`src/rtl/sprite_motion_ctrl.sv`:
```
// Sprite motion controller: one position/speed update per video frame.
// Decodes W/A/S/D from a packed multi-slot USB keycode bus, ramps the step size
// from StepMin to StepMax while a direction is held, and keeps the sprite centre
// inside the screen.
// Optional feature macro: SPRITE_SCREEN_WRAP_EN
//   undefined - centre is clamped to [Min+Size, Max-Size] on each axis
//   defined   - leaving that range jumps the centre to the opposite bound and
//               at_edge_o is tied to zero
module sprite_motion_ctrl #(
  parameter int unsigned PosW        = 10,
  parameter int unsigned XMin        = 0,
  parameter int unsigned XMax        = 639,
  parameter int unsigned YMin        = 0,
  parameter int unsigned YMax        = 479,
  parameter int unsigned XStart      = 320,
  parameter int unsigned YStart      = 240,
  parameter int unsigned Size        = 8,
  parameter int unsigned StepMin     = 1,
  parameter int unsigned StepMax     = 4,
  parameter int unsigned AccelFrames = 4,
  parameter int unsigned KeySlots    = 2,
  localparam int unsigned SpeedW     = $clog2(StepMax + 1)
) (
  input  logic                  frame_clk_i,
  input  logic                  rst_ni,
  input  logic                  enable_i,
  input  logic [8*KeySlots-1:0] keycode_i,
  output logic [PosW-1:0]       pos_x_o,
  output logic [PosW-1:0]       pos_y_o,
  output logic [PosW-1:0]       size_o,
  output logic [SpeedW-1:0]     speed_o,
  output logic                  moving_o,
  output logic [3:0]            at_edge_o
);

  // USB HID usage codes for the movement keys
  localparam logic [7:0] KeyW = 8'h1A;
  localparam logic [7:0] KeyA = 8'h04;
  localparam logic [7:0] KeyS = 8'h16;
  localparam logic [7:0] KeyD = 8'h07;

  localparam int unsigned CntW = (AccelFrames > 1) ? $clog2(AccelFrames) : 1;
  localparam logic [CntW-1:0] AccelLast = CntW'(AccelFrames - 1);

  localparam logic [SpeedW-1:0] StepMinS  = SpeedW'(StepMin);
  localparam logic [SpeedW-1:0] StepMaxS  = SpeedW'(StepMax);
  localparam logic [SpeedW:0]   StepMaxW  = (SpeedW + 1)'(StepMax);
  // A degenerate ramp (no acceleration) skips straight to cruising
  localparam bit                NoRamp    = (StepMin >= StepMax);

  // Legal centre range, both as signed sums for bounding and as output-width values
  localparam logic signed [PosW+1:0] XLoS = (PosW + 2)'(XMin + Size);
  localparam logic signed [PosW+1:0] XHiS = (PosW + 2)'(XMax - Size);
  localparam logic signed [PosW+1:0] YLoS = (PosW + 2)'(YMin + Size);
  localparam logic signed [PosW+1:0] YHiS = (PosW + 2)'(YMax - Size);
  localparam logic [PosW-1:0]        XLo  = PosW'(XMin + Size);
  localparam logic [PosW-1:0]        XHi  = PosW'(XMax - Size);
  localparam logic [PosW-1:0]        YLo  = PosW'(YMin + Size);
  localparam logic [PosW-1:0]        YHi  = PosW'(YMax - Size);

  typedef enum logic [1:0] {
    StIdle,
    StAccel,
    StCruise
  } state_e;

  state_e            state_q, state_d;
  logic [SpeedW-1:0] speed_q, speed_d;
  logic [CntW-1:0]   cnt_q, cnt_d;
  logic [1:0]        dx_q, dy_q;
  logic [PosW-1:0]   pos_x_q, pos_x_d;
  logic [PosW-1:0]   pos_y_q, pos_y_d;
  logic [3:0]        at_edge_q, at_edge_d;

  logic              w_hit, a_hit, s_hit, d_hit;
  logic [1:0]        dx, dy;
  logic              dir_active, dir_changed;
  logic [SpeedW:0]   speed_inc;

  logic signed [PosW+1:0] spd_s, step_x, step_y, sum_x, sum_y;

  // Map an out-of-range sum back into the legal centre range
  function automatic logic [PosW-1:0] bound_axis(input logic signed [PosW+1:0] sum,
                                                 input logic signed [PosW+1:0] lo,
                                                 input logic signed [PosW+1:0] hi);
    logic signed [PosW+1:0] r;
    r = sum;
`ifdef SPRITE_SCREEN_WRAP_EN
    // Jump to the opposite bound; the excess distance is discarded on purpose
    if (sum < lo) begin
      r = hi;
    end else if (sum > hi) begin
      r = lo;
    end
`else
    if (sum < lo) begin
      r = lo;
    end else if (sum > hi) begin
      r = hi;
    end
`endif
    return r[PosW-1:0];
  endfunction

  // Key decode: a key is pressed if any slot carries its code
  always_comb begin
    w_hit = 1'b0;
    a_hit = 1'b0;
    s_hit = 1'b0;
    d_hit = 1'b0;
    for (int i = 0; i < int'(KeySlots); i++) begin
      if (keycode_i[8*i +: 8] == KeyW) w_hit = 1'b1;
      if (keycode_i[8*i +: 8] == KeyA) a_hit = 1'b1;
      if (keycode_i[8*i +: 8] == KeyS) s_hit = 1'b1;
      if (keycode_i[8*i +: 8] == KeyD) d_hit = 1'b1;
    end
  end

  // Per-axis direction as 2-bit two's complement: opposing keys cancel
  always_comb begin
    dx = 2'b00;
    dy = 2'b00;
    if (d_hit && !a_hit) dx = 2'b01;
    if (a_hit && !d_hit) dx = 2'b11;
    if (s_hit && !w_hit) dy = 2'b01;
    if (w_hit && !s_hit) dy = 2'b11;
  end

  assign dir_active  = (dx != 2'b00) || (dy != 2'b00);
  assign dir_changed = (dx != dx_q) || (dy != dy_q);
  assign speed_inc   = {1'b0, speed_q} + (SpeedW + 1)'(1);

  // Speed ramp FSM next state; any new direction restarts the ramp at StepMin
  always_comb begin
    state_d = state_q;
    speed_d = speed_q;
    cnt_d   = cnt_q;
    unique case (state_q)
      StIdle: begin
        speed_d = '0;
        cnt_d   = '0;
        if (dir_active) begin
          speed_d = StepMinS;
          state_d = NoRamp ? StCruise : StAccel;
        end
      end
      StAccel: begin
        if (!dir_active) begin
          state_d = StIdle;
          speed_d = '0;
          cnt_d   = '0;
        end else if (dir_changed) begin
          state_d = NoRamp ? StCruise : StAccel;
          speed_d = StepMinS;
          cnt_d   = '0;
        end else if (cnt_q == AccelLast) begin
          cnt_d   = '0;
          speed_d = speed_inc[SpeedW-1:0];
          if (speed_inc >= StepMaxW) begin
            state_d = StCruise;
            speed_d = StepMaxS;
          end
        end else begin
          cnt_d = cnt_q + CntW'(1);
        end
      end
      StCruise: begin
        cnt_d = '0;
        if (!dir_active) begin
          state_d = StIdle;
          speed_d = '0;
        end else if (dir_changed) begin
          state_d = NoRamp ? StCruise : StAccel;
          speed_d = StepMinS;
        end else begin
          speed_d = StepMaxS;
        end
      end
      default: begin
        state_d = StIdle;
        speed_d = '0;
        cnt_d   = '0;
      end
    endcase
  end

  // Position next state: move by the speed chosen on this same edge (zero latency)
  always_comb begin
    spd_s  = $signed({{(PosW + 2 - SpeedW){1'b0}}, speed_d});
    step_x = '0;
    step_y = '0;
    if (dx == 2'b01) step_x = spd_s;
    if (dx == 2'b11) step_x = -spd_s;
    if (dy == 2'b01) step_y = spd_s;
    if (dy == 2'b11) step_y = -spd_s;
    // Two guard bits keep the sum from wrapping below 0 or past 2^PosW
    sum_x   = $signed({2'b00, pos_x_q}) + step_x;
    sum_y   = $signed({2'b00, pos_y_q}) + step_y;
    pos_x_d = bound_axis(sum_x, XLoS, XHiS);
    pos_y_d = bound_axis(sum_y, YLoS, YHiS);
  end

  // Edge flags follow the new centre: {top, bottom, left, right}
  always_comb begin
`ifdef SPRITE_SCREEN_WRAP_EN
    at_edge_d = 4'b0000;
`else
    at_edge_d = {(pos_y_d == YLo), (pos_y_d == YHi), (pos_x_d == XLo), (pos_x_d == XHi)};
`endif
  end

  // All state advances together, and only on enabled frames
  always_ff @(posedge frame_clk_i or negedge rst_ni) begin
    if (!rst_ni) begin
      state_q   <= StIdle;
      speed_q   <= '0;
      cnt_q     <= '0;
      dx_q      <= 2'b00;
      dy_q      <= 2'b00;
      pos_x_q   <= PosW'(XStart);
      pos_y_q   <= PosW'(YStart);
      at_edge_q <= 4'b0000;
    end else if (enable_i) begin
      state_q   <= state_d;
      speed_q   <= speed_d;
      cnt_q     <= cnt_d;
      dx_q      <= dx;
      dy_q      <= dy;
      pos_x_q   <= pos_x_d;
      pos_y_q   <= pos_y_d;
      at_edge_q <= at_edge_d;
    end
  end

  assign pos_x_o   = pos_x_q;
  assign pos_y_o   = pos_y_q;
  assign size_o    = PosW'(Size);
  assign speed_o   = speed_q;
  assign moving_o  = (state_q != StIdle);
  assign at_edge_o = at_edge_q;

endmodule

```
`config.mk`:
```
export PLATFORM = sky130hd
export DESIGN_NAME = sprite_motion_ctrl
export DESIGN_NICKNAME = d
export VERILOG_FILES = /design/src/rtl/sprite_motion_ctrl.sv
export SDC_FILE = /design/constraint.sdc
export NUM_CORES = 1
export LEC_CHECK = 0
export CAP_MARGIN = 5
export CORE_MARGIN = 3
export CORE_UTILIZATION = 59
export CTS_CLUSTER_SIZE = 16
export DETAILED_ROUTE_END_ITERATION = 10
export DONT_BUFFER_PORTS = 1
export GPL_TIMING_DRIVEN = 0
export PLACE_DENSITY = 0.78
export SYNTH_ARGS = -nofsm -noshare
export SYNTH_HDL_FRONTEND = slang
export SYNTH_SLANG_ARGS = --single-unit
```
`constraint.sdc`:
```
create_clock -name frame_clk_i -period 4 [get_ports frame_clk_i]
set_clock_uncertainty 0.15 [all_clocks]
set_input_delay 0.6 -clock frame_clk_i [delete_from_list [all_inputs] [get_ports frame_clk_i]]
set_output_delay 0.6 -clock frame_clk_i [all_outputs]
set_load 0.01 [all_outputs]
```
Word level (Yosys, flattened, before mapping)
Index checks and enable logic that the tools add are counted.
- register bits after elaboration: 35
- latch bits: 0
- bits in writable memories: 0
- ROM bits: 0
- bits of input ports: 19
- logic and storage cells: 98
- memories: 0
- add/sub/neg operators: 5
- $mul: 0
- divide/modulo/power cells: 0
- $lt $le $gt $ge: 5
- equality and inequality tests: 25
- shifts and indexed selects: 0
- multiplexer cells: 40
- bitwise logic cells: 0
- reduce and logical (&&, ||, !) cells: 15
- operators by type and width (operator ; count):
    10-bit 2-to-1 mux ; 4
    8-bit by 3-bit == test with 1-bit output (second input constant) ; 4
    8-bit by 5-bit == test with 1-bit output (second input constant) ; 4
    2-bit 2-to-1 mux ; 13
    11-bit by 12-bit adder with 12-bit output ; 2
    12-bit by 5-bit < comparator with 1-bit output (second input constant) ; 2
    12-bit 2-to-1 mux ; 2
    3-bit 2-to-1 mux ; 8
    10-bit by 4-bit == test with 1-bit output (second input constant) ; 2
    12-bit by 10-bit > comparator with 1-bit output (second input constant) ; 1
    12-bit by 11-bit > comparator with 1-bit output (second input constant) ; 1
    3-bit negation with 12-bit output ; 1
    1-bit 2-to-1 mux ; 11
    10-bit == test (second input constant) ; 1
    10-bit by 9-bit == test with 1-bit output (second input constant) ; 1
    3-bit one-hot mux with 3 select lines ; 1
    2-bit == test (second input constant) ; 4
    4-bit != test (second input constant) ; 2
    2-bit by 1-bit == test with 1-bit output (second input constant) ; 3
    2-bit one-hot mux with 3 select lines ; 1
    2-bit nonzero test ; 3
    5-bit AND reduction ; 1
    3-bit by 1-bit adder with 4-bit output (second input constant) ; 1
    4-bit by 3-bit >= comparator with 1-bit output (second input constant) ; 1
    other kinds (8) ; 16

Depth between registers and ports, before layout
- depth in word-level cells: 19
- gate-level depth with buffers: 24
- mapped depth without buffers: 23

Worst setup path before layout
No wires, ideal clock.
- path type: input-to-reg
- start point: in keycode_i[5]
- end point: reg at_edge_q[0] (netlist: at_edge_o[0])
- data arrival time: 5.918 ns
- path slack: -2.164 ns
- cell stages on the path: 22
- buffers on the path: 1
- cells stage by stage: or3_1 or3_1 or3b_2 o21ai_0 inv_1 ha_1 xnor2_1 nor4_4 a41oi_1 o21ai_0 xor2_1 nand2_1 o21ai_0 fa_1 a211oi_1 o21ai_1 a41oi_1 xnor2_1 o41ai_1 or3b_1 buf_6 o32ai_2
- cells in the longest elaborated chain, start to end: 19
- elaborated cells between the ends (all ways): 47
- those cells by class: add/sub: 2; order compare: 2; eq/ne: 9; mux: 22; reduce/logical: 12
- RTL lines (item ; line ; text):
    start, declared ; 27 ; input logic [8*KeySlots-1:0] keycode_i,
    8-bit by 3-bit == test with 1-bit output or 8-bit by 5-bit == test with 1-bit output (tied branches) ; 113, 112 ;
    1-bit 2-to-1 mux (on tied branches) (2 in a row) ; 113, 112 ;
    1-bit zero test (on tied branches) ; 123, 125 ;
    1-bit logical AND (on tied branches) ; 123, 125 ;
    1-bit 2-to-1 mux (on tied branches) ; 123, 125 ;
    2-bit 2-to-1 mux (on tied branches) ; 124, 126 ;
    2-bit != test ; 130 ; assign dir_changed = (dx != dx_q) || (dy != dy_q);
    1-bit logical OR ; 130 ;
    [... 2 more ...] ; n/a ;
    3-bit one-hot mux with 3 select lines ; 138 ; unique case (state_q)
    3-bit negation with 12-bit output or 3-bit 2-to-1 mux (tied branches) ; 193, 192 ;
    12-bit 2-to-1 mux * ; 193 ; if (dx == 2'b11) step_x = -spd_s;
    11-bit by 12-bit adder with 12-bit output * ; 197 ; sum_x = $signed({2'b00, pos_x_q}) + step_x;
    12-bit by 11-bit > comparator with 1-bit output ; 98 ; end else if (sum > hi) begin
    10-bit 2-to-1 mux ; 98 ;
    10-bit 2-to-1 mux * ; 96 ; if (sum < lo) begin
    10-bit == test * ; 208 ; at_edge_d = {(pos_y_d == YLo), (pos_y_d == YHi), (pos_x_d == XLo), (pos_x_d == XHi)};
    end signal, assigned ; 231 ; at_edge_q <= at_edge_d;
    end, declared ; 73 ; logic [3:0] at_edge_q, at_edge_d;
Every way passes the cells marked *; elsewhere a longest branch is shown, timed or not.
A chain may end at the register's enable or synchronous reset.

Final worst setup path
- start point: in keycode_i[5]
- end point: reg at_edge_q[1] (netlist: at_edge_o[1])
- elaborated cells between the ends (all ways): 47
- those cells by class: add/sub: 2; order compare: 2; eq/ne: 9; mux: 22; reduce/logical: 12
- RTL lines (item ; line ; text):
    8-bit by 5-bit == test with 1-bit output ; 114 ; if (keycode_i[8*i +: 8] == KeyS) s_hit = 1'b1;
    1-bit 2-to-1 mux (2 in a row) ; 114 ;
    1-bit zero test ; 126 ; if (w_hit && !s_hit) dy = 2'b11;
    1-bit logical AND * ; 126 ;
    2-bit 2-to-1 mux * ; 126 ;
    named net dy[1] ; 76 ; logic [1:0] dx, dy;
    2-bit != test ; 130 ;
    1-bit logical OR ; 130 ;
    [... 2 more ...] ; n/a ;
    3-bit one-hot mux with 3 select lines * ; 138 ;
    3-bit negation with 12-bit output or 3-bit 2-to-1 mux (tied branches) ; 193, 192 ;
    12-bit 2-to-1 mux * ; 193 ;
    11-bit by 12-bit adder with 12-bit output * ; 197 ;
    12-bit by 11-bit > comparator with 1-bit output ; 98 ;
    10-bit 2-to-1 mux ; 98 ;
    10-bit 2-to-1 mux * ; 96 ;
    10-bit by 4-bit == test with 1-bit output * ; 208 ;
The timed path passes the listed nets; every way through them passes the cells marked *.

==> impl_metrics.tcl <==
set metrics [dict create \
    track_usage_pct 30.8 \
    finalWirelength_um 14400 \
    hold_class "reg -> reg" \
    p_leak_nw 2.03 \
    slew_viol_final 0 \
    area_delta_synth_final_pct 43.0 \
    utilization_pct 89.3 \
    port_buffers 0 \
    final.min_clock_period_ns 5.85 \
    cts.clk_slew.worst_paths_ns 0.07 \
    initial_core_util_pct 62.5 \
    status "finished, violations left" \
    final_cells 574 \
    synth_cell_types 76 \
    max_slew_margin_pct 41.7 \
    powerDensity_nw_per_um2 251 \
    drc 0 \
    cp.required_ns 4.08 \
    setup_violations 23 \
    yosysSeqAreaShare_pct 24.9 \
    nNetsFinal 550 \
    setup_slack_ns -1.85 \
    wl_per_cell_um 25.0 \
    grt_pass1_wl_um 17700 \
    hold_violations 0 \
    cp_max_fo 5 \
    cts.sinks 35 \
    post-route-period-util_pct 146 \
    dp_cells 512 \
    cts.htree.levels 2 \
    cp.arrival_ns 5.92 \
    grt_max_degree 36 \
    viasPerCell 7.53 \
    syn_area_per_cell_um2 8.21 \
    layout-drive-gt1-share_pct 43.6 \
    critPathKind "in -> reg" \
    violations "setup timing" \
    worstSkewPairLatency_ns 0.31 \
    stdcell_area_um2 5070 \
    design.core.area_um2 5680 \
    max_freq_mhz 171 \
    cts_buffers 5 \
    synth-seq-cells 35 \
    fp.dieW_um 83.5 \
    first_iter_violations 575 \
    rows 27 \
    synth-edff-count 0 \
    cts-root-buf "clkbuf_8" \
    drtAntennaViolNets 0 \
    die_y_um 83.5 \
    rsz0062_at_grt "true" \
    cts_tree "built" \
    fillers 222 \
    drv_cap 0 \
    pin_count 57 \
    syn_area_um2 3550 \
    tns_ns -39.26 \
    vias 4323 \
    clk_path_buf_depth 2 \
    crit_path_start_kind "primary input" \
    hold_slack_ns 0.349 \
    dieArea_um2 6980 \
    placedInstanceArea_um2 3830 \
    overflow 0 \
    antenna_found_initial 0 \
    irDropWorstVdd_v 0.000204 \
    synth_ff_type "dfrtp_1" \
    synthCells 432 \
    diodes 0 \
    worst_pin_slew_ns 0.874 \
    place_hpwl_um 6990 \
    dr.pass1.iters 8 \
    synthArstFlopShare_pct 100 \
    place_congestion 0.977 \
    grt_pass1_vias 3656 \
    critPathCaptureType "flop" \
    ys_warn_count 0 \
]
-- sequential cells by signal, indices dropped and copies added (netlist names) --
name and count:
pos_x_o 10, pos_y_o 10, at_edge_o 4, speed_o 3, cnt_q 2, dx_q 2, dy_q 2, state_q 2
-- final cells by class --
class	instances	area [um2]	share of cell area, %
tap	72	90.1	1.78
timing repair buffer	60	499	9.85
multi-input combinational	361	3290	64.8
sequential	35	883	17.4
clock buffer	6	82.6	1.63
inverter	19	75.1	1.48
clock inverter	2	35.0	0.691
buffer	19	118	2.32
-- metal layers --
metal	share of wire (%)	vias to the layer above	track usage, %
met4	6.9	0	12.3
met3	13	141	5.43
li1	-	1726	-
met5	0	-	0
met2	45	446	52.3
met1	35	2010	38.9
-- metrics by stage --
stage	total power, mW	setup slack [ns]
global placement	0.716	-2.25
finish	1.27	-1.85
global route	1.30	-2.02
CTS	1.14	-1.55
floorplan	0.665	-1.67
detailed placement	0.726	-2.35
-- cells in the mapped netlist, types with 4 or more instances --
cell | n | share of area (%)
nand3_1 | 7 | 0.99
dfrtp_1 | 29 | 20
a21oi_1 | 25 | 3.5
nand2b_1 | 9 | 1.6
nand2_1 | 39 | 4.1
o21bai_1 | 5 | 1.1
ha_1 | 28 | 9.9
and3_1 | 5 | 0.88
xor2_1 | 7 | 1.7
o21ai_0 | 30 | 4.2
o22ai_1 | 4 | 0.71
xnor2_1 | 8 | 2.0
nor2_1 | 35 | 3.7
clkbuf_1 | 9 | 0.95
a211oi_1 | 10 | 2.1
a22oi_1 | 4 | 0.85
o31ai_1 | 4 | 0.85
or3_1 | 13 | 2.3
o211ai_1 | 7 | 1.5
a21o_1 | 5 | 1.1
dfstp_2 | 6 | 4.4
nor2b_1 | 9 | 1.6
inv_1 | 15 | 1.6
o21a_1 | 6 | 1.3
buf_4 | 10 | 2.1
o2bb2ai_1 | 12 | 3.0
nor3_1 | 11 | 1.6
-- timing repair --
| item | 4_1_cts | 5_1_grt |
|---|---|---|
| buffers inserted | 37 | 20 |
| setup endpoints to repair | 23 | 23 |
| resized for setup | 74 | 70 |
| hold endpoints to repair | 35 | 0 |
| pin swaps | 40 | 43 |
| cloned | 1 | 0 |
| hold buffers | 2 | 0 |
-- worst max-delay path: stages --
cell and delay [ns]:
or3_4 0.37, or3_4 0.41, or3b_4 0.41, o21ai_4 0.09, ha_2 0.24, xor2_2 0.10, nor4_4 0.28, buf_6 0.17
buf_6 0.10, nor2_2 0.04, o21ai_4 0.22, xor2_2 0.19, nand2_1 0.12, o21ai_4 0.14, ha_4 0.25, a211oi_4 0.39
o211ai_1 0.22, a211o_1 0.40, or2_4 0.27, o41ai_2 0.37, or3b_4 0.21, buf_6 0.14, o21ai_2 0.06, o21ai_1 0.11
-- cells by family (layout without fill, tap and decap cells) --
| group | Yosys count | count (layout) | synth area share, % |
|---|---|---|---|
| muxes | 6 | 6 | 1.80 |
| xor gates and xnor gates | 15 | 15 | 3.71 |
| DFF | 35 | 35 | 24.9 |
| other | 2 | 10 | 0.212 |
| buffers and inverters | 44 | 106 | 6.28 |
| and+or+nand+nor | 151 | 151 | 21.9 |
| adders and majority gates | 30 | 30 | 11.0 |
| AOI/OAI and AO/OA | 149 | 149 | 30.2 |
-- path summary, 6_finish.rpt --
| kind | endpoint | startpoint | slack, ns | depth (start not counted) |
|---|---|---|---|---|
| hold reg to reg | cnt_q[0] | cnt_q[0] | 0.35 | 1 |
| hold / removal | cnt_q[0] | cnt_q[0] | 0.35 | 1 |
| setup reg to reg | at_edge_o[1] | speed_o[1] | -0.71 | 19 |
| min in group asynchronous | pos_x_o[7] | rst_ni | 0.59 | 2 |
| max in group asynchronous | pos_y_o[4] | rst_ni | 2.85 | 2 |
| setup / recovery | at_edge_o[1] | keycode_i[5] | -1.85 | 24 |
-- layout by cell type, fill, tap and decap left out, types with 6 or more instances in the layout --
cell,netlist,routed
a21oi_2,0,7
o21ai_0,30,14
ha_1,28,7
dfrtp_1,29,29
clkbuf_8,0,6
o2bb2ai_2,0,7
o21ai_4,1,7
o211ai_1,7,7
clkbuf_1,9,6
buf_6,2,10
nand2_1,39,33
buf_4,10,59
ha_4,0,16
inv_1,15,13
nor3_1,11,9
a21oi_1,25,18
nand3_1,7,6
nand2b_1,9,8
nor2_1,35,30
nor2b_1,9,7
or3_4,1,7
dfstp_2,6,6
or3_1,13,7
o21ai_2,0,9
conb_1,2,10
-- power by group --
group          leakage (nW)  internal, mW  switching [mW]  total (mW)
sequential            0.446         0.391          0.0670       0.458
combinational          1.52         0.203           0.249       0.453
clock                0.0612         0.202           0.158       0.360
total                  2.03         0.796           0.474        1.27
(Power assumes the default switching activity.)
